==> config.mk <==
export PLATFORM = sky130hd
export DESIGN_NAME = pc_com_pilha
export DESIGN_NICKNAME = d
export VERILOG_FILES = /design/src/rtl/pc_com_pilha.sv
export SDC_FILE = /design/constraint.sdc
export NUM_CORES = 1
export LEC_CHECK = 0
export ABC_AREA = 1
export ABC_CLOCK_PERIOD_IN_PS = 3200
export CORE_MARGIN = 2
export CORE_UTILIZATION = 40
export CTS_BUF_LIST = sky130_fd_sc_hd__clkbuf_16
export DETAILED_ROUTE_END_ITERATION = 10
export GPL_ROUTABILITY_DRIVEN = 0
export PLACE_DENSITY_LB_ADDON = 0.05
export REMOVE_ABC_BUFFERS = 1
export SETUP_SLACK_MARGIN = 0.05
export SLEW_MARGIN = 10
export SYNTH_ARGS = -nofsm -noshare
export SYNTH_HDL_FRONTEND = slang
export SYNTH_SLANG_ARGS = --single-unit
==> constraint.sdc <==
create_clock -name clk -period 3.2 [get_ports clk]
set_clock_uncertainty 0.1 [all_clocks]
set_input_delay 0.32 -clock clk [delete_from_list [all_inputs] [get_ports clk]]
set_output_delay 0.32 -clock clk [all_outputs]
set_load 0.01 [all_outputs]
==> src/rtl/pc_com_pilha.sv <==
// Program counter with enable, op decoder, return-address stack and sticky
// overflow/underflow flag.
// Ports: clk, reset (sync, active-high), en, op[2:0], alvo[WIDTH-1:0] in;
//        pc, profundidade, pilha_cheia, pilha_vazia, erro out.
module pc_com_pilha #(
  parameter int                 WIDTH       = 8,
  parameter int                 STACK_DEPTH = 4,
  parameter logic [WIDTH-1:0]   RESET_ADDR  = '0,
  parameter int                 STEP        = 1,
  localparam int                CW          = $clog2(STACK_DEPTH + 1)
) (
  input  logic             clk,
  input  logic             reset,
  input  logic             en,
  input  logic [2:0]       op,
  input  logic [WIDTH-1:0] alvo,
  output logic [WIDTH-1:0] pc,
  output logic [CW-1:0]    profundidade,
  output logic             pilha_cheia,
  output logic             pilha_vazia,
  output logic             erro
);

  localparam logic [2:0] OP_HOLD = 3'd0;
  localparam logic [2:0] OP_INC  = 3'd1;
  localparam logic [2:0] OP_JUMP = 3'd2;
  localparam logic [2:0] OP_CALL = 3'd3;
  localparam logic [2:0] OP_RET  = 3'd4;
  localparam logic [2:0] OP_BREL = 3'd5;

  logic [WIDTH-1:0] pc_q, pc_d;
  logic [CW-1:0]    cnt_q, cnt_d;
  logic             erro_q, erro_d;
  logic [WIDTH-1:0] stack_q [STACK_DEPTH];

  logic [WIDTH-1:0] pc_inc;
  logic [WIDTH-1:0] top;
  logic             push;
  logic             full;
  logic             empty;

  assign pc_inc = pc_q + WIDTH'(STEP);
  assign full   = (cnt_q == CW'(STACK_DEPTH));
  assign empty  = (cnt_q == '0);

  // Top-of-stack mux; entry cnt_q-1 holds the most recent return address.
  always_comb begin
    top = '0;
    for (int i = 0; i < STACK_DEPTH; i++) begin
      if (cnt_q == CW'(i + 1)) top = stack_q[i];
    end
  end

  always_comb begin
    pc_d   = pc_q;
    cnt_d  = cnt_q;
    erro_d = erro_q;
    push   = 1'b0;
    if (en) begin
      case (op)
        OP_HOLD: ;
        OP_INC:  pc_d = pc_inc;
        OP_JUMP: pc_d = alvo;
        OP_CALL: begin
          if (full) begin
            erro_d = 1'b1;
          end else begin
            push  = 1'b1;
            cnt_d = cnt_q + CW'(1);
            pc_d  = alvo;
          end
        end
        OP_RET: begin
          if (empty) begin
            erro_d = 1'b1;
          end else begin
            pc_d  = top;
            cnt_d = cnt_q - CW'(1);
          end
        end
        // WIDTH-bit add of the offset equals sign-extended add mod 2^WIDTH.
        OP_BREL: pc_d = pc_q + alvo;
        default: ;
      endcase
    end
  end

  always_ff @(posedge clk) begin
    if (reset) begin
      pc_q   <= RESET_ADDR;
      cnt_q  <= '0;
      erro_q <= 1'b0;
    end else begin
      pc_q   <= pc_d;
      cnt_q  <= cnt_d;
      erro_q <= erro_d;
      for (int i = 0; i < STACK_DEPTH; i++) begin
        if (push && cnt_q == CW'(i)) stack_q[i] <= pc_inc;
      end
    end
  end

  assign pc           = pc_q;
  assign profundidade = cnt_q;
  assign pilha_cheia  = full;
  assign pilha_vazia  = empty;
  assign erro         = erro_q;

endmodule
==> After elaboration in Yosys (flattened, before gate mapping) <==
Memory sizes are Yosys's and may differ from the RTL's.
Index checks and enable logic that the tools add are counted.
{ "op_classes": {"add_sub_neg": 4, "n_eq_ne": 13, "n_mux": 37, "reduce_logical": 13} }
{ "op_table": {"columns": ["cell", "n"], "rows": [
  ["8-bit two-way mux", 9],
  ["8-bit one-hot mux with 5 select lines", 1],
  ["8-bit OR reduction", 3],
  ["1-bit two-way mux", 20],
  ["3-bit by 2-bit equality test with 1-bit output, second input constant", 4],
  ["4-bit AND reduction", 3],
  ["3-bit equality test, second input constant", 3],
  ["8-bit by 1-bit adder with 8-bit output, second input constant", 1],
  ["8-bit adder", 1],
  ["2-bit inequality test, second input constant", 4],
  ["3-bit by 1-bit equality test with 1-bit output, second input constant", 2],
  ["2-bit two-way mux", 3],
  ["3-bit two-way mux", 2],
  ["3-bit one-hot mux with 2 select lines", 1],
  ["5-bit nonzero test", 1],
  ["1-bit logical AND", 4],
  ["3-bit by 1-bit adder with 3-bit output, second input constant", 1],
  ["3-bit logical NOT", 1],
  ["3-bit by 1-bit subtractor with 3-bit output, second input constant", 1],
  ["1-bit one-hot mux with 2 select lines", 1],
  ["2-bit nonzero test", 1]
]} }
{ "totals": {"reg_bits": 12, "mem_bits_rw": 32, "inputBits": 14, "output_inout_bits": 14, "word_cells": 71, "n_memories": 1} }
{ "memory_table": {"columns": ["memory", "depth", "word_bits", "read_ports", "rd_clocked_by_memory_dff", "write_ports", "line_no", "source"], "rows": [
  ["stack_q", 4, 8, 4, 0, 1, "34", "logic [WIDTH-1:0] stack_q [STACK_DEPTH];"]
]} }

==> Longest topological paths before layout <==
{ "depth": {"word_depth": 12, "mapped_depth": 12} }

==> Least setup slack after synthesis <==
Ideal clock, no wire load.
{ "synth_path": {"path_kind": "register -> register", "from": "register cnt_q[0], in the netlist profundidade[0]", "to": "memory stack_q[1][0] (enable)", "t_arrival_ns": 2.004, "path_slack_ns": 0.712, "path_stages_with_launch": 9, "n_path_buf": 1, "cell_sequence": "dfxtp_1 -> inv_1 -> ha_1 -> nand2_2 -> buf_4 -> inv_1 -> nor2_1 -> nand3_1 -> nor3_1"} }
{ "synth_between": {"elab_chain_cells": 12, "elab_cells_between_ends": 33} }
{ "synth_lines": {"columns": ["element", "line_no", "source"], "rows": [
  ["from (decl)", "32", "logic [CW-1:0] cnt_q, cnt_d;"],
  ["from (signal assigned)", "95", "cnt_q <= cnt_d;"],
  ["3-bit equality test *", "43", "assign full = (cnt_q == CW'(STACK_DEPTH));"],
  ["via pilha_cheia", "19", "output logic pilha_cheia,"],
  ["1-bit two-way mux *", "65", "if (full) begin"],
  ["1-bit two-way mux *", "60", "case (op)"],
  ["1-bit two-way mux *", "59", "if (en) begin"],
  ["1-bit logical AND", "98", "if (push && cnt_q == CW'(i)) stack_q[i] <= pc_inc;"],
  ["1-bit two-way mux", "98", null],
  ["1-bit two-way mux", "89", "if (reset) begin"],
  ["1-bit two-way mux (not written as such)", "98", null],
  ["8-bit OR reduction (no source line)", null, null],
  ["2-bit two-way mux (no source line) / 1-bit two-way mux (equally long branches) (3 in series)", null, null],
  ["to (decl)", "34", null]
]} }
The timed path passes the listed nets; every way through them passes the cells marked *.

==> Final worst setup path <==
{ "layout_path": {"from": "register cnt_q[0], in the netlist profundidade[0]", "to": "memory stack_q[0][2] (enable)"} }
{ "layout_between": {"elab_chain_cells": 12, "elab_cells_between_ends": 33} }
{ "layout_lines": {"columns": ["element", "line_no"], "rows": [
  ["3-bit equality test", "43"],
  ["1-bit two-way mux", "65"],
  ["1-bit two-way mux", "60"],
  ["1-bit two-way mux", "59"],
  ["1-bit logical AND", "98"],
  ["1-bit two-way mux", "98"],
  ["1-bit two-way mux", "89"],
  ["1-bit two-way mux (not written as such)", "98"],
  ["8-bit OR reduction (no source line)", null],
  ["2-bit two-way mux (no source line) / 1-bit two-way mux (equally long branches) (3 in series)", null]
]} }
Several ways; a longest one is shown, not always the timed one.

==> results.md <==
- Status: complete, but fails checks
- Failing checks: design-rule violations
- Largest net degree at the start of global routing: 19
- CP Max Fanout: 18
- Clock Power Share: 0.403
- Comb pwr share: 0.147
- Synth top area share: 0.359
- Via density: 4.91
- Worst setup EP type: register
- Net Sw Frac: 0.245
- Root buf cell: clkbuf_16
- # Post-CTS Setup Buffers: 0
- Die width: 85.9 um
- Final min period: 2.56 ns
- WP data arrival: 2.38 ns
- CP Cell Sequence: inv_1 -> ha_1 -> nand2_2 -> inv_1 -> nor2_1 -> nand3_1 -> nor2_1
- Core Util, Final: 0.494
- Initial Util: 0.417
- Final #Nets: 395
- Met2 Usage GRT: 0.277
- Synthesized flop and latch total: 44
- Layout cells sized above 1: 0.0847
- VDD IR max: 0.277 mV
- Vias in the first global route: 2048
- GRT met1 Usage: 0.250
- Seq/Total Area, Yosys: 0.448
- Post-CTS Hold Buffers: 0
- Finish-stage setup viols: 0
- Flop pwr share: 0.450
- Worst hold start: erro$_SDFFE_PP0P_
- GRT busiest layer: met2
- Buffers & Inverters on Critical Path: 2
- Routed WL per cell: 13.7 um
- Slew Limit Fails: 0
- Net switching power: 0.348 mW
- GR Overflow Total: 0
- DRC viols: 1
- FF-to-FF Start: profundidade[0]$_SDFFE_PP0P_
- RSZ-0062 raised after global routing: no
- Slew of the pin with the lowest slew margin: 0.685 ns
- Cell Area, Synth: 2680 um2
- Met3 usage in global routing: 0.0433
- # IOs: 28
- Critical path class: register to register
- Synthesis-to-layout area growth: 18.4%
- Max-cap violations: 0
- Routed Wire Length: 6.08 mm
- First-pass GRT wire length: 9.98 mm
- Cell taking the most area after synthesis: edfxtp_1
- ANT nets after route: 0
- Hold Path Class: register to register
- Critical path origin: profundidade[0]$_SDFFE_PP0P_
- CTS resizes: 0
- Diode count: 0
- Critical path required time: 3.02 ns
- Crit-path max cell delay: 0.59 ns
- Total number of vias: 2174
- Chip height: 85.9 um
- Hpwl dp: 4.58 mm
- Total track usage: 0.177
- CTS tree: built
- Clk buf depth: 2
- Initial DRC count: 139
- CP Launch Type: register
- # clock sinks: 44
- CTS H-tree lvls: 2
- Worst path top cell family by delay: simple AND/OR/NAND/NOR gates
- Leakage: 1.41 nW
- Netlist cell types: 31
- Crit path max-delay cell type: nor2_1
- Row count: 29
- Avg Cell Area, Syn: 7.95 um2
- Port bufs: 27
- Filler Cells Inserted: 651
- Final Hold Fails: 0
- Clk slew on worst S/H paths: 0.06 ns
- Antenna violations before repair: 0
- Synth top area cells: edfxtp_1, nand2_1, dfxtp_1
- Worst-Skew Late Latency: 0.29 ns
- Power per Cell Area: 448 nW/um2
- Part of the cycle the worst path needs: 0.801
- Core area: 6420 um2
- Synth warnings: 0
- Fin Setup TNS: 0 ns
- F_max: 390 MHz
- Post-Syn Instances: 337
- Total CTS buffers: 5
- Relative slew slack: 0.542
- Int Pwr: 1.07 mW
- Drt first pass iters: 9
- Die area: 7370 um2
## cell usage in the layout (no fill, tap or decap), types with 5 or more instances in the layout
cell,instances
dfxtp_1,12
nand2_1,96
inv_1,42
nor2_2,6
or2_2,5
nand3_1,29
clkdlybuf4s50_1,27
edfxtp_1,32
clkbuf_16,5
nor2_1,30
a21oi_1,22
o21ai_0,8
ha_1,15
## cell families (layout without fill, tap and decap cells)
kind of cell / after synthesis / after routing / share of synthesized area
buffers and inverters: 54 / 83 / 0.0836
flip-flops: 44 / 44 / 0.448
AO/OA/AOI/OAI: 42 / 42 / 0.0915
adder cells (fa/ha/maj): 16 / 16 / 0.0775
AND/OR/NAND/NOR: 174 / 174 / 0.276
XOR/XNOR: 7 / 7 / 0.0229
## per-layer routing
metal	vias up	share of wire
li1	1151	-
met1	986	0.50
met2	33	0.46
met3	4	0.033
met4	0	0.0089
met5	-	0
## power by group through the flow
stage	logic [mW]	registers [mW]	clock network [mW]
floorplan	0.128	0.652	0
global placement	0.210	0.652	0
detailed placement	0.209	0.653	0
CTS	0.210	0.640	0.583
global route	0.236	0.642	0.613
finish	0.209	0.640	0.574
## stage by stage
| step | hold WS [ns] | cells | cell area (um2) | total power, mW | worst slack (ns) |
|---|---|---|---|---|---|
| after floorplan | 0.282 | 329 | 2630 | 0.780 | 0.745 |
| after global placement | 0.339 | 435 | 3010 | 0.862 | 0.685 |
| after detailed placement | 0.344 | 435 | 3010 | 0.861 | 0.613 |
| after CTS | 0.354 | 443 | 3170 | 1.43 | 0.599 |
| after global routing | 0.401 | 443 | 3170 | 1.49 | 0.416 |
| final | 0.353 | 443 | 3170 | 1.42 | 0.637 |
## sequential cells by signal, indices dropped and copies added, names as in the netlist
register,count
profundidade,3
stack_q,32
erro,1
pc,8
## final timing paths
kind              depth (start not counted)  slack (ns)                      end
setup reg to reg                          7        0.64  stack_q[0][2]$_DFFE_PP_
hold / removal                            2        0.35        erro$_SDFFE_PP0P_
hold reg to reg                           2        0.35        erro$_SDFFE_PP0P_
setup / recovery                          7        0.64  stack_q[0][2]$_DFFE_PP_
## Yosys cell counts, drive strengths merged
| master | number |
|---|---|
| a21oi | 25 |
| a31oi | 1 |
| buf | 6 |
| clkbuf | 2 |
| dfxtp | 12 |
| edfxtp | 32 |
| fa | 1 |
| ha | 15 |
| inv | 46 |
| nand2 | 99 |
| nand3 | 29 |
| nand4 | 3 |
| nor2 | 37 |
| nor3 | 1 |
| o2111ai | 1 |
| o211ai | 3 |
| o21ai | 12 |
| or2 | 5 |
| xnor2 | 3 |
| xor2 | 4 |
## layout make-up
class / instances / area [um2] / area share
clock buffers: 5 / 125 / 0.0394
clock inverters: 3 / 37.5 / 0.0118
inverters: 46 / 173 / 0.0544
multi-input cells: 239 / 1250 / 0.396
flip-flops and latches: 44 / 1200 / 0.379
well taps: 77 / 96.3 / 0.0304
repair buffers: 29 / 285 / 0.0899
## tightest hold or removal path, stage by stage, from the launching register on
cell and delay [ns]:
dfxtp_1 0.31, inv_1 0.05, a21oi_1 0.05
No activity file was read; power rests on OpenSTA's default activity.
==> RTL edit, RTL diff (same flow settings) <==
Add an input register stage for `en`, `op` and `alvo`; this delays them by one clock.
--- a/src/rtl/pc_com_pilha.sv
+++ b/src/rtl/pc_com_pilha.sv
@@ -28,6 +28,16 @@
   localparam logic [2:0] OP_RET  = 3'd4;
   localparam logic [2:0] OP_BREL = 3'd5;
 
+  logic en_q;
+  logic [2:0] op_q;
+  logic [WIDTH-1:0] alvo_q;
+
+  always_ff @(posedge clk) begin
+    en_q   <= en;
+    op_q   <= op;
+    alvo_q <= alvo;
+  end
+
   logic [WIDTH-1:0] pc_q, pc_d;
   logic [CW-1:0]    cnt_q, cnt_d;
   logic             erro_q, erro_d;
@@ -56,18 +66,18 @@
     cnt_d  = cnt_q;
     erro_d = erro_q;
     push   = 1'b0;
-    if (en) begin
-      case (op)
+    if (en_q) begin
+      case (op_q)
         OP_HOLD: ;
         OP_INC:  pc_d = pc_inc;
-        OP_JUMP: pc_d = alvo;
+        OP_JUMP: pc_d = alvo_q;
         OP_CALL: begin
           if (full) begin
             erro_d = 1'b1;
           end else begin
             push  = 1'b1;
             cnt_d = cnt_q + CW'(1);
-            pc_d  = alvo;
+            pc_d  = alvo_q;
           end
         end
         OP_RET: begin
@@ -79,7 +89,7 @@
           end
         end
         // WIDTH-bit add of the offset equals sign-extended add mod 2^WIDTH.
-        OP_BREL: pc_d = pc_q + alvo;
+        OP_BREL: pc_d = pc_q + alvo_q;
         default: ;
       endcase
     end
Behaviour: not the same (Yosys sat finds a counterexample within 4 cycles, from zero or initial values and one cycle with reset high).
==> RTL edit against the unedited design <==
- non-clock buffer count is the same
- area after synthesis grew 10%
- sequential share of layout area grew 3.8 points
- power grew 8.2%
- cell area grew 9.0%
- worst setup slack gained 280 ps
- wire length grew 1.6%
- sequential cell count grew 12
- clock power shrank 4.9%
- critical endpoint is now pilha_vazia
- largest cell class is now registers
==> RTL edit: results (changes against the unedited design) <==
outcome=finished clean; fill count=742 (+14%); global-route wire length before repair=10.4 mm (+3.9%); crit path DAT=1860 ps (-520 ps); Peak VDD IR=0.244 mV (-12%); Crit-path slowest cell=clkdlybuf4s50_1; Detailed Route Iter0 Violations=50 (-64%); M1 GR Usage=21.1% (-3.9 points); Pre-antenna DRT Iters=4 (-5); max incr delay on CP=550 ps (-40 ps); nets=417 (+5.6%); pin count of the biggest net entering global routing=20 (+1); reg-to-reg setup timing slack=1030 ps (+390 ps); DR WL/cell=12.7 um (-7.4%); Post-DP HPWL=4.79 mm (+4.5%); placed inst area=0.00331 mm2 (+10%); vias in the first global route=2139 (+4.4%); M2 GR Usage=26.8% (-0.93 points); Crit Path Max Fanout=5 (-13); gr usage total=16.2% (-1.6 points); post-synthesis sequential area ratio=48.8% (+4.0 points); Synth top cells by count=nand2_1 (99), inv_1 (49), nor2_1 (37), edfxtp_1 (32), nand3_1 (27); reg2reg path depth=5 (-2); dpl ws=791 ps (+179 ps); Layout Cells excl Fill=486 (+9.7%); Synth cell types=30 (-3.2%); slew at the pin closest to its max-slew limit=656 ps (-28.8 ps); placed cell count=478 (+9.9%); Synth area leaders=edfxtp_1 (33%), dfxtp_1 (16%), nand2_1 (13%), ha_1 (6.8%), inv_1 (6.2%); LEAKAGE=1.56 nW (+10%)
RTL edit: cell types whose count changed in the layout (fill, tap and decap cells not counted), moves of 3 or more:
| cell | unedited run | this run |
|---|---|---|
| dfxtp_1 | 12 | 24 |
| inv_1 | 42 | 49 |
| nor2_1 | 30 | 37 |
| o21ai_0 | 8 | 3 |
| a21oi_1 | 22 | 25 |
| nand2_1 | 96 | 99 |
| nand2_2 | 3 | 0 |
RTL edit: power by group:
part | total, mW | leakage [nW] | internal (mW) | switching, mW
Sequential | 0.798 | 0.492 | 0.779 | 0.0189
Combinational | 0.195 | 0.992 | 0.0827 | 0.112
Clock | 0.546 | 0.0742 | 0.293 | 0.253
RTL edit: critical path: cells and delay by family, from the launching register on:
family / cells / cell delay, ps
and+or+nand+nor: 1 / 150
adders and majority gates: 1 / 280
DFF: 1 / 350
buffers and inverters: 3 / 790
RTL edit: how the worst max path moves through the flow:
stage | startpoint | to | slack [ps] | cells after the start
final | profundidade[0] | pilha_vazia | 920 | 5
after global placement | reset | stack_q[0][5] | 870 | 4
after global routing | profundidade[0] | pilha_vazia | 820 | 5
after CTS | profundidade[0] | pilha_vazia | 900 | 5
after detailed placement | reset | stack_q[2][7] | 790 | 4
after floorplan | profundidade[0] | stack_q[1][0] | 1020 | 5
RTL edit: per-stage QoR:
step                util (%)  power (mW)  hold WS [ps]
detailed placement      45.9        1.01           352
floorplan                  -       0.937           248
CTS                     48.0        1.56           357
global route            48.0        1.62           357
global placement        45.9        1.01           342
finish                  48.0        1.54           360
RTL edit: kinds of logic (layout without fill, tap and decap cells):
kind of cell | after synthesis | count (layout) | synth area share (%)
xor gates and xnor gates | 6 | 6 | 1.78
AOI/OAI and AO/OA | 41 | 41 | 7.63
adders and majority gates | 17 | 17 | 7.46
DFF | 56 | 56 | 48.8
and+or+nand+nor | 179 | 179 | 26.1
buffers and inverters | 59 | 88 | 8.18
RTL edit: layer usage:
layer,vias up,share of wire [%]
met5,-,0
met4,0,1.2
met3,6,3.3
met2,37,47
met1,1020,49
li1,1204,-
RTL edit: layout make-up:
| class | count | share of cell area, % |
|---|---|---|
| sequential | 56 | 41.7 |
| multi-input combinational | 243 | 36.7 |
| timing repair buffer | 29 | 8.25 |
| inverter | 51 | 5.53 |
| clock buffer | 5 | 3.62 |
| tap | 99 | 3.58 |
| clock inverter | 3 | 0.651 |
